## src/rtl/loader_pkg.sv

```systemverilog
// ----------------------------------------------------------------------------
// loader_pkg
// Shared definitions for the BRAM UART boot loader.
//   loader_state_t : loader FSM state encoding
//   SYNC_BYTE      : byte that opens (or restarts) a load frame
//   LEN_W          : width of the word-count field carried in the frame header
// ----------------------------------------------------------------------------
package loader_pkg;

    typedef enum logic [2:0] {
        IDLE = 3'd0,
        LEN0 = 3'd1,
        LEN1 = 3'd2,
        DATA = 3'd3,
        CSUM = 3'd4,
        DONE = 3'd5,
        ERR  = 3'd6
    } loader_state_t;

    localparam logic [7:0] SYNC_BYTE = 8'hA5;

    // The header carries N as a 16-bit little-endian count.
    localparam int LEN_W = 16;

endpackage

```

## src/rtl/uart_rx.sv

```systemverilog
// ----------------------------------------------------------------------------
// uart_rx
// 8N1 UART receiver, LSB first, idle-high line.
//   i_clk       : clock
//   i_reset_n   : asynchronous active-low reset
//   i_rx        : asynchronous serial input (2-flop synchronized here)
//   o_byte      : last received byte, valid while o_valid is high
//   o_valid     : 1-cycle strobe, cycle after a good stop-bit sample
//   o_frame_err : 1-cycle strobe, cycle after a stop bit sampled low
// Valid/ready: there is no ready; the consumer must take o_byte in the single
// cycle o_valid is high.
// ----------------------------------------------------------------------------
module uart_rx #(
    parameter int CLKS_PER_BIT = 434
) (
    input  logic       i_clk,
    input  logic       i_reset_n,
    input  logic       i_rx,
    output logic [7:0] o_byte,
    output logic       o_valid,
    output logic       o_frame_err
);

    localparam int CNT_W = (CLKS_PER_BIT > 2) ? $clog2(CLKS_PER_BIT) : 1;
    localparam logic [CNT_W-1:0] CNT_FULL = CNT_W'(CLKS_PER_BIT - 1);
    localparam logic [CNT_W-1:0] CNT_HALF = CNT_W'(CLKS_PER_BIT / 2 - 1);

    typedef enum logic [1:0] {
        RX_IDLE  = 2'd0,
        RX_START = 2'd1,
        RX_DATA  = 2'd2,
        RX_STOP  = 2'd3
    } rx_state_t;

    rx_state_t        state_q, state_d;
    logic [1:0]       sync_q, sync_d;
    logic             prev_q, prev_d;
    logic [CNT_W-1:0] cnt_q, cnt_d;
    logic [2:0]       bit_q, bit_d;
    logic [7:0]       shift_q, shift_d;
    logic             valid_q, valid_d;
    logic             ferr_q, ferr_d;
    logic             rx_s;

    assign rx_s = sync_q[1];

    always_comb begin
        sync_d  = {sync_q[0], i_rx};
        prev_d  = rx_s;
        state_d = state_q;
        cnt_d   = cnt_q;
        bit_d   = bit_q;
        shift_d = shift_q;
        valid_d = 1'b0;
        ferr_d  = 1'b0;

        case (state_q)
            RX_IDLE: begin
                // A true falling edge is required, so a line still low after a
                // framing error does not immediately launch a bogus byte.
                if (prev_q && !rx_s) begin
                    state_d = RX_START;
                    cnt_d   = '0;
                end
            end
            RX_START: begin
                if (cnt_q == CNT_HALF) begin
                    cnt_d = '0;
                    bit_d = 3'd0;
                    // Line back high at mid start bit: glitch, drop it.
                    state_d = rx_s ? RX_IDLE : RX_DATA;
                end else begin
                    cnt_d = cnt_q + 1'b1;
                end
            end
            RX_DATA: begin
                if (cnt_q == CNT_FULL) begin
                    cnt_d   = '0;
                    shift_d = {rx_s, shift_q[7:1]};
                    bit_d   = bit_q + 3'd1;
                    if (bit_q == 3'd7) begin
                        state_d = RX_STOP;
                    end
                end else begin
                    cnt_d = cnt_q + 1'b1;
                end
            end
            RX_STOP: begin
                if (cnt_q == CNT_FULL) begin
                    cnt_d   = '0;
                    valid_d = rx_s;
                    ferr_d  = !rx_s;
                    state_d = RX_IDLE;
                end else begin
                    cnt_d = cnt_q + 1'b1;
                end
            end
            default: state_d = RX_IDLE;
        endcase
    end

    always_ff @(posedge i_clk or negedge i_reset_n) begin
        if (!i_reset_n) begin
            sync_q  <= 2'b11;
            prev_q  <= 1'b1;
            state_q <= RX_IDLE;
            cnt_q   <= '0;
            bit_q   <= 3'd0;
            shift_q <= 8'h00;
            valid_q <= 1'b0;
            ferr_q  <= 1'b0;
        end else begin
            sync_q  <= sync_d;
            prev_q  <= prev_d;
            state_q <= state_d;
            cnt_q   <= cnt_d;
            bit_q   <= bit_d;
            shift_q <= shift_d;
            valid_q <= valid_d;
            ferr_q  <= ferr_d;
        end
    end

    assign o_byte      = shift_q;
    assign o_valid     = valid_q;
    assign o_frame_err = ferr_q;

endmodule

```

## src/rtl/bram_uart_loader.sv

```systemverilog
// ----------------------------------------------------------------------------
// bram_uart_loader
// Boot-time loader feeding bram write port 2 from a framed UART image:
//   A5, N[7:0], N[15:8], N x 4 data bytes (LE words), [checksum byte]
// Words are written from word address 0 upward; the core is held in reset
// until a load completes successfully.
//   i_clk, i_reset_n : clock, asynchronous active-low reset
//   i_uart_rx        : serial input, 8N1, idle high
//   o_wr_addr        : word address to bram i_p2_addr
//   o_wr_data        : assembled word to bram i_p2_data
//   o_wr_en          : 1-cycle write strobe to bram i_p2_wren
//   o_core_hold      : core reset / port-2 mux select (high until DONE)
//   o_done, o_err    : outcome of the last load
// Build option: LOADER_CHECKSUM_EN adds the trailing checksum byte (8-bit sum
// of all data bytes) and the CSUM state; without it the load finishes on the
// last data byte.
// ----------------------------------------------------------------------------
module bram_uart_loader
    import loader_pkg::*;
#(
    parameter int MEMSIZE      = 65536,
    parameter int ADDRBIT      = 16,
    parameter int CLKS_PER_BIT = 434
) (
    input  logic              i_clk,
    input  logic              i_reset_n,
    input  logic              i_uart_rx,
    output logic [ADDRBIT-3:0] o_wr_addr,
    output logic [31:0]       o_wr_data,
    output logic              o_wr_en,
    output logic              o_core_hold,
    output logic              o_done,
    output logic              o_err
);

    localparam int ADDR_W = ADDRBIT - 2;
    localparam int unsigned CAPACITY = MEMSIZE / 4;

`ifdef LOADER_CHECKSUM_EN
    localparam loader_state_t AFTER_DATA = CSUM;
`else
    localparam loader_state_t AFTER_DATA = DONE;
`endif

    logic [7:0] rx_byte;
    logic       rx_valid;
    logic       rx_ferr;

    uart_rx #(
        .CLKS_PER_BIT(CLKS_PER_BIT)
    ) u_rx (
        .i_clk       (i_clk),
        .i_reset_n   (i_reset_n),
        .i_rx        (i_uart_rx),
        .o_byte      (rx_byte),
        .o_valid     (rx_valid),
        .o_frame_err (rx_ferr)
    );

    loader_state_t     state_q, state_d;
    logic [LEN_W-1:0]  len_q, len_d;
    logic [LEN_W-1:0]  idx_q, idx_d;
    logic [1:0]        bcnt_q, bcnt_d;
    logic [31:0]       word_q, word_d;
    logic [ADDR_W-1:0] wr_addr_q, wr_addr_d;
    logic [31:0]       wr_data_q, wr_data_d;
    logic              wr_en_q, wr_en_d;
`ifdef LOADER_CHECKSUM_EN
    logic [7:0]        sum_q, sum_d;
`endif

    logic [LEN_W-1:0]  n_full;
    logic [31:0]       word_next;

    assign n_full    = {rx_byte, len_q[7:0]};
    assign word_next = {rx_byte, word_q[31:8]};

    always_comb begin
        state_d   = state_q;
        len_d     = len_q;
        idx_d     = idx_q;
        bcnt_d    = bcnt_q;
        word_d    = word_q;
        wr_addr_d = wr_addr_q;
        wr_data_d = wr_data_q;
        wr_en_d   = 1'b0;
`ifdef LOADER_CHECKSUM_EN
        sum_d     = sum_q;
`endif

        if (rx_ferr) begin
            // A corrupt byte inside a frame kills the load; outside a frame
            // it is simply dropped.
            case (state_q)
                LEN0, LEN1, DATA, CSUM: state_d = ERR;
                default: ;
            endcase
        end else if (rx_valid) begin
            case (state_q)
                IDLE, DONE, ERR: begin
                    if (rx_byte == SYNC_BYTE) begin
                        state_d = LEN0;
                        idx_d   = '0;
                        bcnt_d  = 2'd0;
`ifdef LOADER_CHECKSUM_EN
                        sum_d   = 8'h00;
`endif
                    end
                end
                LEN0: begin
                    len_d[7:0] = rx_byte;
                    state_d    = LEN1;
                end
                LEN1: begin
                    len_d = n_full;
                    if ({16'd0, n_full} > 32'(CAPACITY)) begin
                        state_d = ERR;
                    end else if (n_full == '0) begin
                        state_d = AFTER_DATA;
                    end else begin
                        state_d = DATA;
                    end
                end
                DATA: begin
                    word_d = word_next;
                    bcnt_d = bcnt_q + 2'd1;
`ifdef LOADER_CHECKSUM_EN
                    sum_d  = sum_q + rx_byte;
`endif
                    if (bcnt_q == 2'd3) begin
                        wr_en_d   = 1'b1;
                        wr_data_d = word_next;
                        wr_addr_d = idx_q[ADDR_W-1:0];
                        idx_d     = idx_q + 1'b1;
                        if (idx_q == len_q - 1'b1) begin
                            state_d = AFTER_DATA;
                        end
                    end
                end
`ifdef LOADER_CHECKSUM_EN
                CSUM: begin
                    state_d = (rx_byte == sum_q) ? DONE : ERR;
                end
`endif
                default: state_d = IDLE;
            endcase
        end
    end

    always_ff @(posedge i_clk or negedge i_reset_n) begin
        if (!i_reset_n) begin
            state_q   <= IDLE;
            len_q     <= '0;
            idx_q     <= '0;
            bcnt_q    <= 2'd0;
            word_q    <= 32'h0;
            wr_addr_q <= '0;
            wr_data_q <= 32'h0;
            wr_en_q   <= 1'b0;
`ifdef LOADER_CHECKSUM_EN
            sum_q     <= 8'h00;
`endif
        end else begin
            state_q   <= state_d;
            len_q     <= len_d;
            idx_q     <= idx_d;
            bcnt_q    <= bcnt_d;
            word_q    <= word_d;
            wr_addr_q <= wr_addr_d;
            wr_data_q <= wr_data_d;
            wr_en_q   <= wr_en_d;
`ifdef LOADER_CHECKSUM_EN
            sum_q     <= sum_d;
`endif
        end
    end

    assign o_wr_addr   = wr_addr_q;
    assign o_wr_data   = wr_data_q;
    assign o_wr_en     = wr_en_q;
    assign o_done      = (state_q == DONE);
    assign o_err       = (state_q == ERR);
    assign o_core_hold = (state_q != DONE);

endmodule

```

## config.mk

```make
export PLATFORM = sky130hd
export DESIGN_NAME = bram_uart_loader
export DESIGN_NICKNAME = d
export VERILOG_FILES = /design/src/rtl/loader_pkg.sv /design/src/rtl/uart_rx.sv /design/src/rtl/bram_uart_loader.sv
export SDC_FILE = /design/constraint.sdc
export NUM_CORES = 1
export LEC_CHECK = 0
export BUFFER_PORTS_ARGS = -buffer_cell sky130_fd_sc_hd__buf_2
export CAP_MARGIN = 25
export CORE_MARGIN = 2
export CORE_UTILIZATION = 53
export CTS_CLUSTER_DIAMETER = 40
export DETAILED_ROUTE_END_ITERATION = 16
export PLACE_DENSITY = 0.72
export SLEW_MARGIN = 30
export SYNTH_ARGS = -nofsm -noshare
export SYNTH_HDL_FRONTEND = slang
export SYNTH_HIERARCHICAL = 1
export SYNTH_SLANG_ARGS = --single-unit
```

## constraint.sdc

```tcl
create_clock -name i_clk -period 3.56 [get_ports i_clk]
set_input_delay 0.356 -clock i_clk [delete_from_list [all_inputs] [get_ports i_clk]]
set_output_delay 0.356 -clock i_clk [all_outputs]
set_load 0.02 [all_outputs]
```

==> results.md <==
- Diodes inserted: 0
- # rows: 40
- Worst path depth: 9
- Number of nets produced by synthesis: 656
- Leakage power: 3.87 nW
- Min Tclk post-route: 2960 ps
- Via count: 4,702
- Net total in the final layout: 705
- Kind of end point of the critical path: register
- Number of nets still failing antenna checks after routing: 0
- Buffer cell driving the clock tree root: sky130_fd_sc_hd__clkbuf_16
- Worst Tran Pin Value: 899 ps
- Register area: 0.00338 mm²
- Maximum frequency from static timing analysis: 338 MHz
- Final Hold Violating Endpoints: 2
- DR iter-0 viols: 263
- Via-to-Cell Ratio: 5.51
- Top fanout value on the critical path: 7
- Async S/R FF share, synth: 100%
- Multi-input gate area in the final layout: 0.00285 mm²
- Outcome: finished, violations left
- Synth area leaders: sky130_fd_sc_hd__dfrtp_1 (51%), sky130_fd_sc_hd__nand2_1 (10%), sky130_fd_sc_hd__mux2_1 (5.4%)
- Worst slack after detailed placement: 626 ps
- Final setup margin: 598 ps
- Clock slew seen by the registers of the worst setup and hold paths: 60 ps
- Post-route core utilization: 62.0%
- Relative max-transition margin: 39.8%
- Terminus of the critical flop-to-flop path: state_q[2]$_DFFE_PN0P_
- Area of the die: 0.0130 mm²
- Htree depth: 4
- Drt wl/cell: 16.1 µm
- Routability cong.: 0.919
- Worst R2R Path Depth: 9
- First-pass iteration count of the detailed router: 4
- Area growth from synthesis to layout: 15.0%
- Post-Synthesis Cells: 644
- TritonCTS clock tree: built
- # port buffers: 52
- Area leader, netlist: sky130_fd_sc_hd__dfrtp_1
- Share of layout cells above drive strength 1: 17.4%
- Yosys Warn Count: 6
- Setup TNS Final: 0 ps
- Aggregate global routing overflow: 0
- Share of the synthesized area in the top cell type: 51.4%
- Dominant register cell in the synthesized netlist: sky130_fd_sc_hd__dfrtp_1
- Antenna violations before repair: 0
- DRC: 0
- Max-slew violation total from the final report: 0
- Count of distinct cell types in the synthesized netlist: 65
- Cell family with most CP delay: simple AND/OR/NAND/NOR gates
- CTS sink count: 135
- Synthesized flop and latch total: 135
- Initial cell density of the core: 53.9%
- Peak supply drop: 0.309 mV
- Worst stage delay on the critical path: 590 ps
- R2R Setup Slk: 600 ps
- Wire length of the first global-routing pass: 22,900 µm
- Count of maximum capacitance violations: 0
- Slowest CP cell: sky130_fd_sc_hd__or4_1
- Arrival time at the worst endpoint: 3330 ps
- Top-count cell post-synth: sky130_fd_sc_hd__nand2_1
- Critical path type: reg -> reg
- Worst Clk Skew: 8.00 ps
- Final period util: 83.2%
- Worst-path cell chain: inv_1 -> ha_1 -> nor3b_1 -> nand3_1 -> o211ai_1 -> o41ai_1 -> or4_1 -> o311a_1 -> nand2_1
- Kind of start point of the critical path: register
- Total of endpoints with negative setup slack in the final report: 0
- Worst Setup SP: len_q[0]$_DFFE_PN0P_
- Via count of the first global-routing pass: 4,590
- Data required time of the critical path: 3920 ps
- Longest Clk Path Bufs: 2
- Number of CTS-inserted buffers: 17
- Global routing usage summed across all routing layers: 22.8%
- Post-CTS setup-driven buffer insertion count: 0
- Leading cell types by count after synthesis: sky130_fd_sc_hd__nand2_1 (172), sky130_fd_sc_hd__dfrtp_1 (132), sky130_fd_sc_hd__nor2_1 (34), sky130_fd_sc_hd__mux2_1 (31), sky130_fd_sc_hd__o21ai_0 (26)
- Unrepaired setup endpoints after global routing: no
- Power Dens Cells: 481 mW/mm²
- Pin count of the biggest net entering global routing: 60
- Top Ports: 53
- Violations in the final reports: hold timing
- Mean instance size in the synthesized netlist: 9.97 µm²
- Post-synthesis cell area: 0.00642 mm²
- Class of the tightest hold or removal check: in -> async
- EDFF count, synth: 0
- Number of hold-repair buffers added at the cts stage: 0
- Die extent in y: 114 µm
- Sequential area share after synthesis: 52.7%
- Worst setup path endpoint: state_q[2]$_DFFE_PN0P_
- Dpl hpwl: 9470 µm
- Final routed wirelength across all metal layers: 13,700 µm
- Smallest hold slack: -13.9 ps
- Clock Latency Late Sink: 420 ps
- Fillcell total: 980
- Number of buffer and inverter instances along the worst setup path: 1
- Resized Gates After CTS: 0
- FF-to-FF Start: len_q[0]$_DFFE_PN0P_
- Core Box Area: 0.0119 mm²
- Die extent in x: 114 µm
-- how the worst min path moves through the flow --
stage                                   from                       end  slack [ps]
floorplan                          i_reset_n     bcnt_q[0]$_DFFE_PN0P_          60
global placement    u_rx/sync_q[0]$_DFF_PN1_  u_rx/sync_q[1]$_DFF_PN1_         350
global route                       i_uart_rx  u_rx/sync_q[0]$_DFF_PN1_          20
CTS                                i_uart_rx  u_rx/sync_q[0]$_DFF_PN1_          10
detailed placement  u_rx/sync_q[0]$_DFF_PN1_  u_rx/sync_q[1]$_DFF_PN1_         350
finish                             i_reset_n  o_wr_addr[7]$_DFFE_PN0P_         -10
-- state kept, by name (all words and copies together), names as in the netlist, 2 cells and up, named ones only --
register and count:
u_rx/o_byte 8, u_rx/cnt_q 9, o_wr_data 32, len_q 16, o_wr_addr 14, bcnt_q 2
word_q 24, idx_q 16, u_rx/sync_q 2, u_rx/bit_q 3, state_q 3
-- report_power, final --
group	leakage (nW)	internal [mW]	switching [mW]
sequential	1.87	1.57	0.0573
combinational	1.71	0.0805	0.120
clock	0.292	1.07	0.651
-- placed cells by master (no fill, tap or decap), drive strengths merged, types with 4 or more instances in the layout --
| cell type | Yosys | routed |
|---|---|---|
| a21oi | 7 | 7 |
| and3 | 6 | 6 |
| buf | 10 | 60 |
| clkbuf | 20 | 23 |
| dfrtp | 132 | 132 |
| ha | 9 | 9 |
| inv | 12 | 15 |
| mux2 | 46 | 46 |
| nand2 | 172 | 172 |
| nand3 | 14 | 14 |
| nand3b | 4 | 4 |
| nand4 | 10 | 10 |
| nor2 | 34 | 34 |
| nor2b | 8 | 8 |
| nor3 | 15 | 15 |
| nor4 | 5 | 5 |
| o211ai | 5 | 5 |
| o21a | 6 | 6 |
| o21ai | 40 | 40 |
| o22ai | 4 | 4 |
| or4 | 5 | 5 |
| xnor2 | 21 | 21 |
| xor2 | 10 | 10 |
-- stage by stage --
step | instance area, µm² | std cells | power (mW)
floorplan | 6420 | 644 | 1.78
global placement | 6790 | 821 | 1.85
detailed placement | 6790 | 821 | 1.86
CTS | 7380 | 853 | 3.59
global route | 7380 | 853 | 3.68
finish | 7380 | 853 | 3.55
-- layer usage --
metal  GRT usage (%)  up-vias  share of wire (%)
met3            5.29       19                4.5
met5               0        -                  0
met2            35.8       99                 48
met1            31.3     2276                 46
met4            8.46        0                1.4
li1                -     2308                  -
-- worst reg2reg max path, stage by stage, from the launching register on --
cell and delay [ps]:
sky130_fd_sc_hd__dfrtp_1 450, sky130_fd_sc_hd__inv_1 130, sky130_fd_sc_hd__ha_1 260, sky130_fd_sc_hd__nor3b_1 550, sky130_fd_sc_hd__nand3_1 210, sky130_fd_sc_hd__o211ai_1 220, sky130_fd_sc_hd__o41ai_1 90, sky130_fd_sc_hd__or4_1 590
sky130_fd_sc_hd__o311a_1 360, sky130_fd_sc_hd__nand2_1 60
-- cell type report --
type / instances / area share (%)
Clock buffer: 23 / 6.88
Clock inverter: 9 / 1.17
Inverter: 12 / 0.610
Multi-Input combinational cell: 467 / 38.7
Sequential cell: 135 / 45.8
Tap cell: 147 / 2.49
Timing Repair Buffer: 60 / 4.37
-- logic make-up after synthesis --
kind of cell,after synthesis,share of synthesized area [%]
and+or+nand+nor,298,21.8
DFF,135,52.7
AOI/OAI and AO/OA,82,8.32
muxes,47,8.34
buffers and inverters,42,2.92
xor gates and xnor gates,31,4.23
adders and majority gates,9,1.75
(Power assumes the default switching activity.)
